**src/rtl/regfile_2r1w.sv**
```systemverilog
// regfile_2r1w: DEPTH-entry register file, one write port, two registered read ports with write-first bypass
// Optional hard-wired zero at entry 0 masks both the stored value and the bypass path.
module regfile_2r1w #(
    parameter int DATA_WIDTH = 32,
    parameter int DEPTH      = 8,
    parameter int ADDR_WIDTH = 3,
    parameter bit ZERO_REG   = 1'b0
) (
    input  logic                  clk,
    input  logic                  rst_n,
    input  logic                  write_enable,
    input  logic [ADDR_WIDTH-1:0] write_addr,
    input  logic [DATA_WIDTH-1:0] write_port_1,
    input  logic                  read_enable_1,
    input  logic [ADDR_WIDTH-1:0] read_addr_1,
    output logic [DATA_WIDTH-1:0] read_port_1,
    output logic                  read_valid_1,
    input  logic                  read_enable_2,
    input  logic [ADDR_WIDTH-1:0] read_addr_2,
    output logic [DATA_WIDTH-1:0] read_port_2,
    output logic                  read_valid_2
);
    logic [DATA_WIDTH-1:0] mem_q [DEPTH];
    logic [DATA_WIDTH-1:0] mem_d [DEPTH];
    logic [DATA_WIDTH-1:0] read_port_1_q, read_port_1_d, read_port_2_q, read_port_2_d;
    logic                  read_valid_1_q, read_valid_1_d, read_valid_2_q, read_valid_2_d;
    logic [DATA_WIDTH-1:0] sel_1, sel_2;
    logic                  write_ok;

    always_comb begin
        write_ok = write_enable && !(ZERO_REG && write_addr == '0);
        mem_d = mem_q;
        if (write_ok) mem_d[write_addr] = write_port_1;
        // Zero entry wins over bypass so a dropped write can never leak out
        sel_1 = (ZERO_REG && read_addr_1 == '0) ? '0 :
                (write_enable && write_addr == read_addr_1) ? write_port_1 : mem_q[read_addr_1];
        sel_2 = (ZERO_REG && read_addr_2 == '0) ? '0 :
                (write_enable && write_addr == read_addr_2) ? write_port_1 : mem_q[read_addr_2];
        read_port_1_d  = read_enable_1 ? sel_1 : read_port_1_q;
        read_port_2_d  = read_enable_2 ? sel_2 : read_port_2_q;
        read_valid_1_d = read_enable_1;
        read_valid_2_d = read_enable_2;
    end

    always_ff @(posedge clk or negedge rst_n) begin
        if (!rst_n) begin
            mem_q          <= '{default: '0};
            read_port_1_q  <= '0;
            read_port_2_q  <= '0;
            read_valid_1_q <= 1'b0;
            read_valid_2_q <= 1'b0;
        end else begin
            mem_q          <= mem_d;
            read_port_1_q  <= read_port_1_d;
            read_port_2_q  <= read_port_2_d;
            read_valid_1_q <= read_valid_1_d;
            read_valid_2_q <= read_valid_2_d;
        end
    end

    assign read_port_1  = read_port_1_q;
    assign read_port_2  = read_port_2_q;
    assign read_valid_1 = read_valid_1_q;
    assign read_valid_2 = read_valid_2_q;
endmodule

```
**config.mk**
```make
export PLATFORM = sky130hd
export DESIGN_NAME = regfile_2r1w
export DESIGN_NICKNAME = d
export VERILOG_FILES = /design/src/rtl/regfile_2r1w.sv
export SDC_FILE = /design/constraint.sdc
export NUM_CORES = 1
export LEC_CHECK = 0
export ABC_AREA = 1
export CAP_MARGIN = 5
export CORE_ASPECT_RATIO = 0.9
export CORE_UTILIZATION = 40
export CTS_BUF_LIST = sky130_fd_sc_hd__clkbuf_8
export DETAILED_ROUTE_END_ITERATION = 8
export GPL_ROUTABILITY_DRIVEN = 0
export PLACE_DENSITY = 0.62
export SLEW_MARGIN = 20
export SYNTH_ARGS = -nofsm -noshare
export SYNTH_HDL_FRONTEND = slang
export SYNTH_SLANG_ARGS = --single-unit
```
**constraint.sdc**
```tcl
create_clock -name clk -period 1.3 [get_ports clk]
set_input_delay 0.26 -clock clk [delete_from_list [all_inputs] [get_ports clk]]
set_output_delay 0.26 -clock clk [all_outputs]
set_load 0.01 [all_outputs]
```
==> impl_summary.txt, run 1 <==
----------------------------------------------------
[Worst setup path]
  Crit-path max cell delay ... 0.46 ns
  Reg-to-reg critical path startpoint ... mem_q[212]
  Slowest-stage cell, CP ... dfrtp_2
  CP endpoint ... read_port_2[1]
  Setup crit end kind ... output pin
  Critical R2R Capture ... read_port_2[20]
  Critical-path maximum fanout ... 2
  Worst setup SP type ... flip-flop
  Req. time, crit path ... about 1.0 ns
  Cell family with most CP delay ... flip-flops
  Number of buffers and inverters on the critical path ... 1
  Number of logic stages on the critical path including buffering ... 1
  CP arrival ... approximately 1.3 ns
  WS Path Type ... reg2out
  Critical path cell sequence ... buf_6
  Reg2Reg Setup Slack ... roughly 0.14 ns
  Critical Path Source ... read_port_2[1]
  Count of cells along the worst register-to-register path ... 5

[Floorplanning]
  Starting utilization of the core area ... about two fifths
  Top Ports ... roughly 110
  Site Rows ... approximately 70
  Vertical die dimension ... roughly 200 um
  Core area ... 43330 um2
  Width of the die ... 223.7 um
  Area enclosed by the die boundary ... 45090 um2

[Synthesis]
  Mean post-synth cell area ... between 7 and 8 um2
  Post-Synth XOR/XNOR Area ... 0%
  Combinational family with the most area after synthesis ... simple AND/OR/NAND/NOR gates
  Total number of yosys warnings ... 0
  Syn nets ... ~2.5k
  Number of enable-type register cells in the synthesized netlist ... 0
  Cell area after technology mapping ... ~18000 um2
  Count of unique library cells instantiated by Yosys ... 26
  Compound-Gate Fraction of Synth Area ... 8.464%
  Number of standard cells after synthesis ... about 2.5k
  Leading register cell type out of synthesis ... dfrtp_1
  Share of synthesized cell area in full adder, half adder and majority cells ... 0%
  Post-synthesis async set-or-reset flop share ... 100.0%
  Sequential fraction of the synthesis area ... 45.53%
  Multiplexer area fraction after synthesis ... 0%
  Number of storage elements in the synthesis netlist ... between 300 and 400
  Area share of and/or/nand/nor cells after synthesis ... a little over a third

[Power]
  Sequential fraction of design power ... ~44%
  Switch Pwr ... 9.928 mW
  P_leak ... ~11 nW
  Part of the total power dissipated in combinational logic ... 24.4%
  Cell-internal power ... slightly below 20 mW
  Power per cell area ... roughly 1400 nW/um2
  Switching fraction of total power ... roughly a third
  Worst vdd rail ir drop ... roughly 0.8 mV
  Clock share of power ... between 30% and 40%

[Final layout]
  Final standard cell area without fillers ... about 22000 um2
  Filler cells ... about 4.2k
  Fraction of layout cells with a size suffix above 1 ... between 10% and 20%
  Final core utilization ... between 50% and 60%
  Number of nets in the layout ... between 2k and 3k
  Syn-to-layout area delta ... 24.58%

[Detailed routing]
  Vias per inst ... ~5.4
  Number of DRC violations after detailed-routing iteration 0 ... between 2k and 2.5k
  Residual DRC count ... 0
  Residual antenna-violating net count after detailed routing ... 0
  Via total after detailed routing ... approximately 18k
  Routed wire per std cell ... between 15 and 20 um
  Final wirelength ... between 60000 and 70000 um
  Pre-Repair DR Iteration Count ... 6

[Worst hold path]
  Type of the tightest min-delay check ... in2async

[CTS]
  Clock latency reported for the late side of the worst-skew pair ... about 0.67 ns
  Clock tree from TritonCTS ... done
  Inserted Clock Buffers ... 57
  Sink count of the clock tree ... 322
  H-tree Lvls ... 2
  CTS Root Cell ... clkbuf_8
  Max Buffers Root-to-Sink ... 3
  Clk slew on worst S/H paths ... ~0.060 ns

[Timing]
  Minimum clock period after layout ... 1.531 ns
  Worst-case clock skew ... about 0.021 ns
  Number of setup violations in the final report ... 66
  Measured slew at the worst slew-check pin ... between 0.3 and 0.4 ns
  RSZ-0062 raised after global routing ... true
  Setup TNS ... -10.42 ns
  Hold violation count in the final report ... 0
  Fin crit share ... 117.8%
  Least setup slack across all paths after layout ... -0.2314 ns
  Fin Hold WS ... 0.08459 ns
  Worst slew margin relative to its limit ... between 70% and 80%
  Max-slew violation count ... 0
  Highest Clock Rate ... 653.0 MHz

[Global route]
  Maximum number of pins on one net before global-route repair ... 65
  Tot GR Track Use ... around 29%
  Number of antenna violations at the first check in global routing ... 0
  Global-route wire length before repair ... around 100000 um
  Gr ovfl total ... 0
  Via count of the first global-routing pass ... roughly 17k

[Place]
  DPL Wire Length ... around 40000 um
  Port Buf Inserts ... between 100 and 150
  Total cell area at the placement stage ... about 21000 um2

[Run status]
  Outcome ... complete, but fails checks
  Violated checks ... negative setup slack

[Flow run]
  Count of maximum capacitance violations ... 0

----------------------------------------------------
-- metrics by stage --
step                      instances  power, mW  setup WS (ns)
final                          3330      29.79        -0.2314
after global routing           3329      31.52        -0.2706
after CTS                      3309      29.79        -0.2713
after detailed placement       3183      20.46        -0.6281
after global placement         3183      20.27        -0.6148
after floorplan                2498      17.28        0.02079
-- layer usage --
layer / vias up / global-route usage, % / wire length, um
met5: - / 0 / 0
met1: 8588 / 38.73 / 27150
met2: 890 / 45.92 / 29560
met3: 178 / 3.943 / 5311
met4: 0 / 12.11 / 2456
li1: 8414 / - / -
-- sequential cells by signal, indices dropped and copies added (netlist names) --
signal        count
mem_q           256
read_port_1      32
read_port_2      32
read_valid_1      1
read_valid_2      1
-- layout by cell type, fill, tap and decap left out, types with 20 or more instances in the layout --
master and n:
nand2_1 856, nand3_1 522, dfrtp_1 319, o21ai_0 240, inv_1 219, buf_4 130, nor2_1 74, buf_12 73
clkbuf_8 68, buf_2 58, clkdlybuf4s50_1 34, a21oi_1 20
-- area by class of cell --
type | count | area (um2) | area share, %
Antenna cell | 1 | 2.502 | 0.01135
Sequential cell | 322 | 8061 | 36.57
Clock buffer | 68 | 935.9 | 4.245
Clock inverter | 29 | 158.9 | 0.7208
Timing Repair Buffer | 318 | 3343 | 15.16
Multi-Input combinational cell | 1780 | 7975 | 36.17
Inverter | 220 | 828.3 | 3.757
Tap cell | 592 | 740.7 | 3.360
-- power by group through the flow --
stage               logic, mW  registers, mW  clock network (mW)
detailed placement       7.10           13.4                   0
finish                   7.26           13.2                9.29
floorplan                4.16           13.1                   0
CTS                      7.07           13.2                9.50
global placement         6.94           13.3                   0
global route             8.14           13.5                9.90
-- worst min path at each step --
stage / from / to / cells after the start
2_1_floorplan: rst_n / mem_q[0] / 0
3_3_place_gp: rst_n / mem_q[82] / 1
3_5_place_dp: rst_n / mem_q[82] / 1
4_1_cts: rst_n / read_port_2[18] / 2
5_1_grt: rst_n / mem_q[114] / 2
6_report: rst_n / mem_q[82] / 2
-- cells in the mapped netlist (11+ instances only) --
cell / count / area (um2)
clkbuf_1: 69 / 259.0
o21ai_0: 240 / 1201
dfrtp_1: 322 / 8058
nand3_2: 11 / 110.1
a21oi_2: 19 / 166.4
inv_1: 203 / 762.0
nand3_1: 522 / 2613
clkinv_1: 11 / 41.29
buf_2: 74 / 370.4
a21oi_1: 20 / 100.1
or2_2: 14 / 87.58
nand2_1: 858 / 3221
buf_1: 14 / 52.55
nor2_1: 74 / 277.8
-- what timing repair did --
action	in CTS	in global routing
hold buffers	3	0
pin swaps	0	1
resized for setup	279	11
hold endpoints to repair	325	0
endpoints found under the setup margin	66	114
setup buffers	26	19
cloned	0	1
-- cell families (layout without fill, tap and decap cells) --
logic type	Yosys count	after routing
and+or+nand+nor	1495	1495
buffers and inverters	396	635
DFF	322	322
AOI/OAI and AO/OA	285	285
other	0	1
Power figures use the tool's default switching activity.
==> run 2: changes to the inputs <==
- CORE_ASPECT_RATIO: 0.9 -> 0.7
- CORE_MARGIN: default -> 2
==> run 2 against run 1 <==
  * The run still ends with negative setup slack left
  * Critical path depth stayed put
  * Utilization decreased by 1.5 points
  * Power is 1.3% lower
  * Clock power is 2.5% lower
  * Die area increased by 2.0%
  * Worst hold slack got worse by 0.037 ns
  * Global-route usage is 1.3 points lower
  * Sequential share of layout area increased by 0.84 points
  * Via count is 0.74% lower
==> impl_summary.txt, run 2 (same netlist as run 1, synthesis figures left out) <==
----------------------------------------------------
[Run status]
  Outcome ... complete, but fails checks
  Violated checks ... negative setup slack

[Final layout]
  Syn-to-layout area delta ... 21.85%
  Diode count ... 0
  Cell Count, Final, Fillers Out ... 3303
  Number of flip-flops under the largest register name ... 256
  Commonest cells after routing, fill and taps aside ... nand2_1 (856), nand3_1 (522), dfrtp_1 (316), o21ai_0 (240), inv_1 (223)
  Fraction of layout cells with a size suffix above 1 ... ~15%
  Most flop-heavy register ... mem_q
  Number of nets in the layout ... about 2.7k
  Filler cells ... around 4.3k
  Most common library cell in the layout ignoring fill and taps ... nand2_1

[Timing]
  Highest Clock Rate ... 660.2 MHz
  Number of setup violations in the final report ... between 60 and 70
  Max-slew violation count ... 0
  RSZ-0062 raised after global routing ... true
  Hold violation count in the final report ... 0
  Measured slew at the worst slew-check pin ... ~0.76 ns
  Least setup slack across all paths after layout ... -0.2147 ns
  Worst-case clock skew ... ~0.024 ns
  Minimum clock period after layout ... about 1.5 ns
  Worst slew margin relative to its limit ... around 49%
  Fin crit share ... 116.5%

[Detailed routing]
  Vias per inst ... ~5.4
  Pre-Repair DR Iteration Count ... 6
  Final wirelength ... 63370 um
  Residual DRC count ... 0
  Residual antenna-violating net count after detailed routing ... 0
  Number of DRC violations after detailed-routing iteration 0 ... about 1.9k
  Via total after detailed routing ... 17.94k
  Routed wire per std cell ... 19.18 um

[Power]
  Switch Pwr ... between 9 and 10 mW
  Worst vdd rail ir drop ... ~0.65 mV
  P_leak ... 10.90 nW
  Power per cell area ... roughly 1400 nW/um2
  Clock share of power ... between 30% and 40%
  Overall power after layout ... about 30 mW
  Part of the total power dissipated in combinational logic ... 24.1%
  Sequential fraction of design power ... 45.1%
  Cell-internal power ... a little under 20 mW
  Switching fraction of total power ... 33.63%

[Place]
  Cells after DPL ... 3174
  DPL Wire Length ... 40410 um
  Port Buf Inserts ... 111

[Floorplanning]
  Area enclosed by the die boundary ... between 40000 and 50000 um2
  Width of the die ... roughly 260 um
  Vertical die dimension ... about 180 um
  Top Ports ... ~110
  Site Rows ... 64
  Core area ... around 44000 um2
  Starting utilization of the core area ... 40.55%

[Global route]
  Number of antenna violations at the first check in global routing ... 0
  Via count of the first global-routing pass ... 17.12k
  Maximum number of pins on one net before global-route repair ... 85
  Gr ovfl total ... 0
  Global-route wire length before repair ... roughly 99000 um
  Tot GR Track Use ... between 20% and 30%

[CTS]
  Sink count of the clock tree ... between 300 and 400
  Clock tree from TritonCTS ... done
  Inserted Clock Buffers ... between 50 and 60
  Clock latency reported for the late side of the worst-skew pair ... 0.63 ns
  Clk slew on worst S/H paths ... roughly 0.060 ns
  H-tree Lvls ... 2
  Max Buffers Root-to-Sink ... 3
  CTS Root Cell ... clkbuf_8

[Worst setup path]
  Setup crit end kind ... output pin
  Number of buffers and inverters on the critical path ... 1
  Crit-path max cell delay ... ~0.48 ns
  WS Path Type ... reg2out
  Cell family with most CP delay ... flip-flops
  Critical-path maximum fanout ... 2
  CP arrival ... around 1.3 ns
  Req. time, crit path ... approximately 1.0 ns
  Slowest-stage cell, CP ... dfrtp_2
  Critical path cell sequence ... buf_6
  Worst setup SP type ... flip-flop

[Worst hold path]
  Type of the tightest min-delay check ... in2async

[Flow run]
  Count of maximum capacitance violations ... 0

----------------------------------------------------
[run 2: changes by cell type in the layout (fill, tap and decap cells not counted), sizes merged]
cell and change:
bufinv -1, clkinvlp +1, dlymetal6s2s +3, inv +2, clkdlybuf4s50 -2, clkinv -5
buf -26, diode -1
[run 2: timing repair]
item | 4_1_cts | 5_1_grt
gates resized for setup | 272 | 24
gates cloned | 0 | 0
buffers inserted | 19 | 12
pin swaps | 0 | 3
hold endpoints to repair | 325 | 0
setup endpoints to repair | 66 | 193
hold buffers | 3 | 0
[run 2: final cells by class]
class	instances	area, um2	share of cell area [%]
Sequential cell	322	8065	37.41
Inverter	220	828.3	3.841
Timing Repair Buffer	292	2904	13.47
Multi-Input combinational cell	1780	7963	36.93
Tap cell	594	743.2	3.447
Clock buffer	69	949.7	4.404
Clock inverter	26	108.9	0.5048
[run 2: worst paths after layout]
check,startpoint,to,slack (ns),cells after the start
hold reg to reg,read_port_2[13],read_port_2[13],0.47,2
setup / recovery,read_port_2[26],read_port_2[26],-0.21,1
min in group clk,write_enable,read_port_2[29],0.28,7
max in group asynchronous,rst_n,mem_q[195],0.54,3
setup reg to reg,mem_q[220],read_port_2[28],0.15,5
hold / removal,rst_n,mem_q[82],0.05,2
[run 2: power by group through the flow]
| stage | Combinational, mW | Clock [mW] | Sequential [mW] |
|---|---|---|---|
| after detailed placement | 6.99 | 0 | 13.4 |
| after floorplan | 4.16 | 0 | 13.1 |
| final | 7.09 | 9.06 | 13.2 |
| after global placement | 6.82 | 0 | 13.3 |
| after global routing | 7.99 | 9.67 | 13.5 |
| after CTS | 6.89 | 9.22 | 13.2 |
[run 2: per-layer routing]
metal  up-vias  share of wire, %  GRT usage [%]
met5         -                 0              0
met2       920                44          41.66
li1       8345                 -              -
met4         0               3.1          9.976
met3       162                10          6.599
met1      8510                43          37.81
[run 2: through the flow]
step	setup TNS (ns)	util, %	setup WS (ns)	hold slack (ns)	cell area (um2)
global placement	-164.18	46.81	-0.6025	0.08943	20430
detailed placement	-165.83	46.81	-0.6422	0.08920	20430
floorplan	0	-	0.02079	-0.03559	17700
global route	-10.58	49.41	-0.2523	0.04532	21560
CTS	-10.66	48.96	-0.2383	0.02595	21370
finish	-8.503	49.41	-0.2147	0.04783	21560
==> RTL change 1 (settings of run 2) <==
Make the reset (`rst_n`) synchronous in one clocked block.
--- a/src/rtl/regfile_2r1w.sv
+++ b/src/rtl/regfile_2r1w.sv
@@ -42,7 +42,7 @@
         read_valid_2_d = read_enable_2;
     end
 
-    always_ff @(posedge clk or negedge rst_n) begin
+    always_ff @(posedge clk) begin
         if (!rst_n) begin
             mem_q          <= '{default: '0};
             read_port_1_q  <= '0;
Behaviour: differs if rst_n is asserted again (counterexample within 4 cycles, from zero or initial values and one cycle with rst_n low); with rst_n held inactive, the same outputs for 4 cycles.
==> RTL change 1 against run 2 <==
Design area shrank 5.2%. Largest power group unchanged. Power shrank 17%. Synthesized cell count shrank 1.0%. Non-clock buffer count shrank 10. Sequential cell count is the same. Worst setup slack gained 120 ps. The run still ends with setup timing left. Area after synthesis shrank 8.9%. Wire length shrank 0.97%.
==> RTL change 1: results <==
[sta]
setup_viol = 53
fin_worst_skew_ps = 46.8
timing.hold.ws_ps = 103
layout_setup_ws_ps = -93.6
finalSetupTns_ps = -1820
worstMarginPinSlew_ps = 410

[global_route]
track_usage_pct = 29.5
grt_pass1_wl_um = 97300
grt_pass1_vias = 16600
grt_antenna_before_repair = 1

[power]
peakVddDrop_mv = 0.870
switching_share_pct = 28.9
power.share.sequential_pct = 44.0

[route]
wl_per_cell_um = 19.7
drtPass1Iterations = 5
drtIter0Drc = 2315
vias_per_cell = 5.65

[logic_synthesis]
yosys-top-cells-count = "718 x nand2_1, 332 x nand3_1, 322 x dfxtp_1, 320 x a21oi_1, 315 x o21ai_0"
synth_compound_area_share_pct = 22.7
yosysUniqueCellTypes = 19
ys_top_cells_by_area = "dfxtp_1 40%, nand2_1 17%, nand3_1 10%"
async_reset_ff_share_pct = 0
yosysSeqAreaShare_pct = 40.0

[final_layout]
layout-drive-gt1-share_pct = 15.6

[worst_setup_path]
rr_worst_depth = 6
slowest_stage = "dfxtp_4"
slowest_delay_ps = 420
crit_end = "read_port_2[17]"
critPathLaunch = "read_port_2[17]"
r2r-end = "read_port_2[22]"
cp.arrival_ps = 1130

[placed_design]
post_dp_cell_area_um2 = 19000
place_ws_ps = -704
hpwl_um = 40500

[run_status]
failed_checks = "setup timing"
outcome = "finished with violations"

[hold_path]
hp-class = "in -> reg"
## RTL change 1: cell types whose count changed after synthesis, sizes merged, moves of 15 or more
cell | run 2 | this run
a21oi | 39 | 320
clkbuf | 71 | 97
clkinv | 11 | 32
dfrtp | 322 | 0
dfxtp | 0 | 322
inv | 209 | 99
nand2 | 867 | 721
nand3 | 533 | 332
nor2 | 79 | 55
o21ai | 246 | 332
o21bai | 0 | 47
or2 | 15 | 0
## RTL change 1: repair_timing
| item | CTS | global route |
|---|---|---|
| endpoints found under the hold margin | 9 | 0 |
| hold buffers | 1 | 0 |
| gates cloned | 3 | 0 |
| pin swaps | 4 | 2 |
| setup buffers | 3 | 0 |
| resized for setup | 424 | 1 |
| setup endpoints to repair | 98 | 101 |
## RTL change 1: stage by stage
stage / std cells / power, W
2_1_floorplan: 2472 / 0.0127
6_report: 3181 / 0.0243
3_5_place_dp: 3078 / 0.0146
3_3_place_gp: 3078 / 0.0145
4_1_cts: 3181 / 0.0243
5_1_grt: 3181 / 0.0252
## RTL change 1: kinds of logic after synthesis
kind of cell / count (synthesis)
DFF: 322
buffers and inverters: 337
and+or+nand+nor: 1108
AOI/OAI and AO/OA: 705
## RTL change 1: cell type report
type / instances / area share [%]
clock buffer: 70 / 4.71
inverter: 131 / 2.43
timing repair buffer: 282 / 15.8
sequential: 322 / 32.1
clock inverter: 28 / 0.943
tap: 535 / 3.28
multi-input combinational: 1813 / 40.7
## RTL change 1: layer usage
layer  global-route usage (%)  vias up  wire (um)
met3                     7.93      144       7860
met2                     43.5     1110      25500
met1                     42.0     8255      27700
li1                         -     8474          -
met5                        0        -          0
met4                     8.83        0       1690
==> RTL change 2 (flow settings as in run 2) <==
Made on the original files. Set the parameter `ADDR_WIDTH` to 2 (it was 3).
--- a/src/rtl/regfile_2r1w.sv
+++ b/src/rtl/regfile_2r1w.sv
@@ -3,7 +3,7 @@
 module regfile_2r1w #(
     parameter int DATA_WIDTH = 32,
     parameter int DEPTH      = 8,
-    parameter int ADDR_WIDTH = 3,
+    parameter int ADDR_WIDTH = 2,
     parameter bit ZERO_REG   = 1'b0
 ) (
     input  logic                  clk,
Interface: changed (resized read_addr_1, read_addr_2 and write_addr); port bits go from 112 to 109. The function was not compared with the original's and may differ.
==> RTL change 2 against run 2 <==
The flow still finishes with violations (setup timing). Wire length fell by 45%. Sequential cell count fell by 128. Power fell by 45%. Worst hold slack improved by 210 ps. Sequential share of layout area rose by 0.19 points. Core utilization rose by 3.1 points. Worst setup slack improved by 120 ps. Design area fell by 40%. Area after synthesis fell by 44%. Combinational power fell by 39%.
==> RTL change 2: results <==
[sta]
layout_setup_ws_ps = -94.5
setup_viol = 42
timing.hold.ws_ps = 258

[worst_setup_path]
rr_worst_depth = 6
r2r-end = "read_port_1[4]"
critPathLaunch = "read_port_2[9]"
r2r_slack_ps = 250

[power]
powerDensity_nw_per_um2 = 1260
power_leakage_nw = 6.62
peakVddDrop_mv = 0.685

[global_route]
grt_start_max_net_pins = 49
grt_pass1_vias = 9335
track_usage_pct = 27.3

[placed_design]
hpwl_um = 23700
post_dp_cell_area_um2 = 12300
port_buffers = 108

[logic_synthesis]
avgSynthCellArea_um2 = 7.23
yosysUniqueCellTypes = 18

[final_layout]
inverters_excl_clock = 41
area_share_nonclk_buffers_pct = 19.9
regArea_um2 = 4860

[run_status]
failed_checks = "setup timing"
outcome = "finished with violations"

[cts]
h-tree-depth = 4
clock_path_buffers = 2
[RTL change 2: cell types whose count changed after synthesis, sizes merged, moves of 11 or more]
cell    delta
nand3    -303
nand2    -215
inv      -168
dfrtp    -128
o21ai    -118
nor2      -77
buf       -42
a21oi     -39
clkbuf    -32
nand4     +32
or2       -15
clkinv    -11
[RTL change 2: layer usage]
metal	track usage (%)	up-vias	routed length, um
met5	0	-	0
met4	6.40	0	493
met3	6.53	47	3250
met2	39.8	497	15200
met1	40.7	4807	15700
li1	-	4839	-
[RTL change 2: power breakdown]
part	switching [W]	total, W	internal (W)	leakage (nW)
Clock	0.00252	0.00414	0.00162	0.209
Combinational	0.00236	0.00434	0.00197	4.01
Sequential	0.000760	0.00775	0.00699	2.40
[RTL change 2: what timing repair did]
action                                  4_1_cts  5_1_grt
resized for setup                           287       23
cloned                                        0        1
hold buffers                                  1        0
buffers inserted                             26       17
pin swaps                                     0        1
endpoints found under the setup margin       89      106
endpoints found under the hold margin       119        0
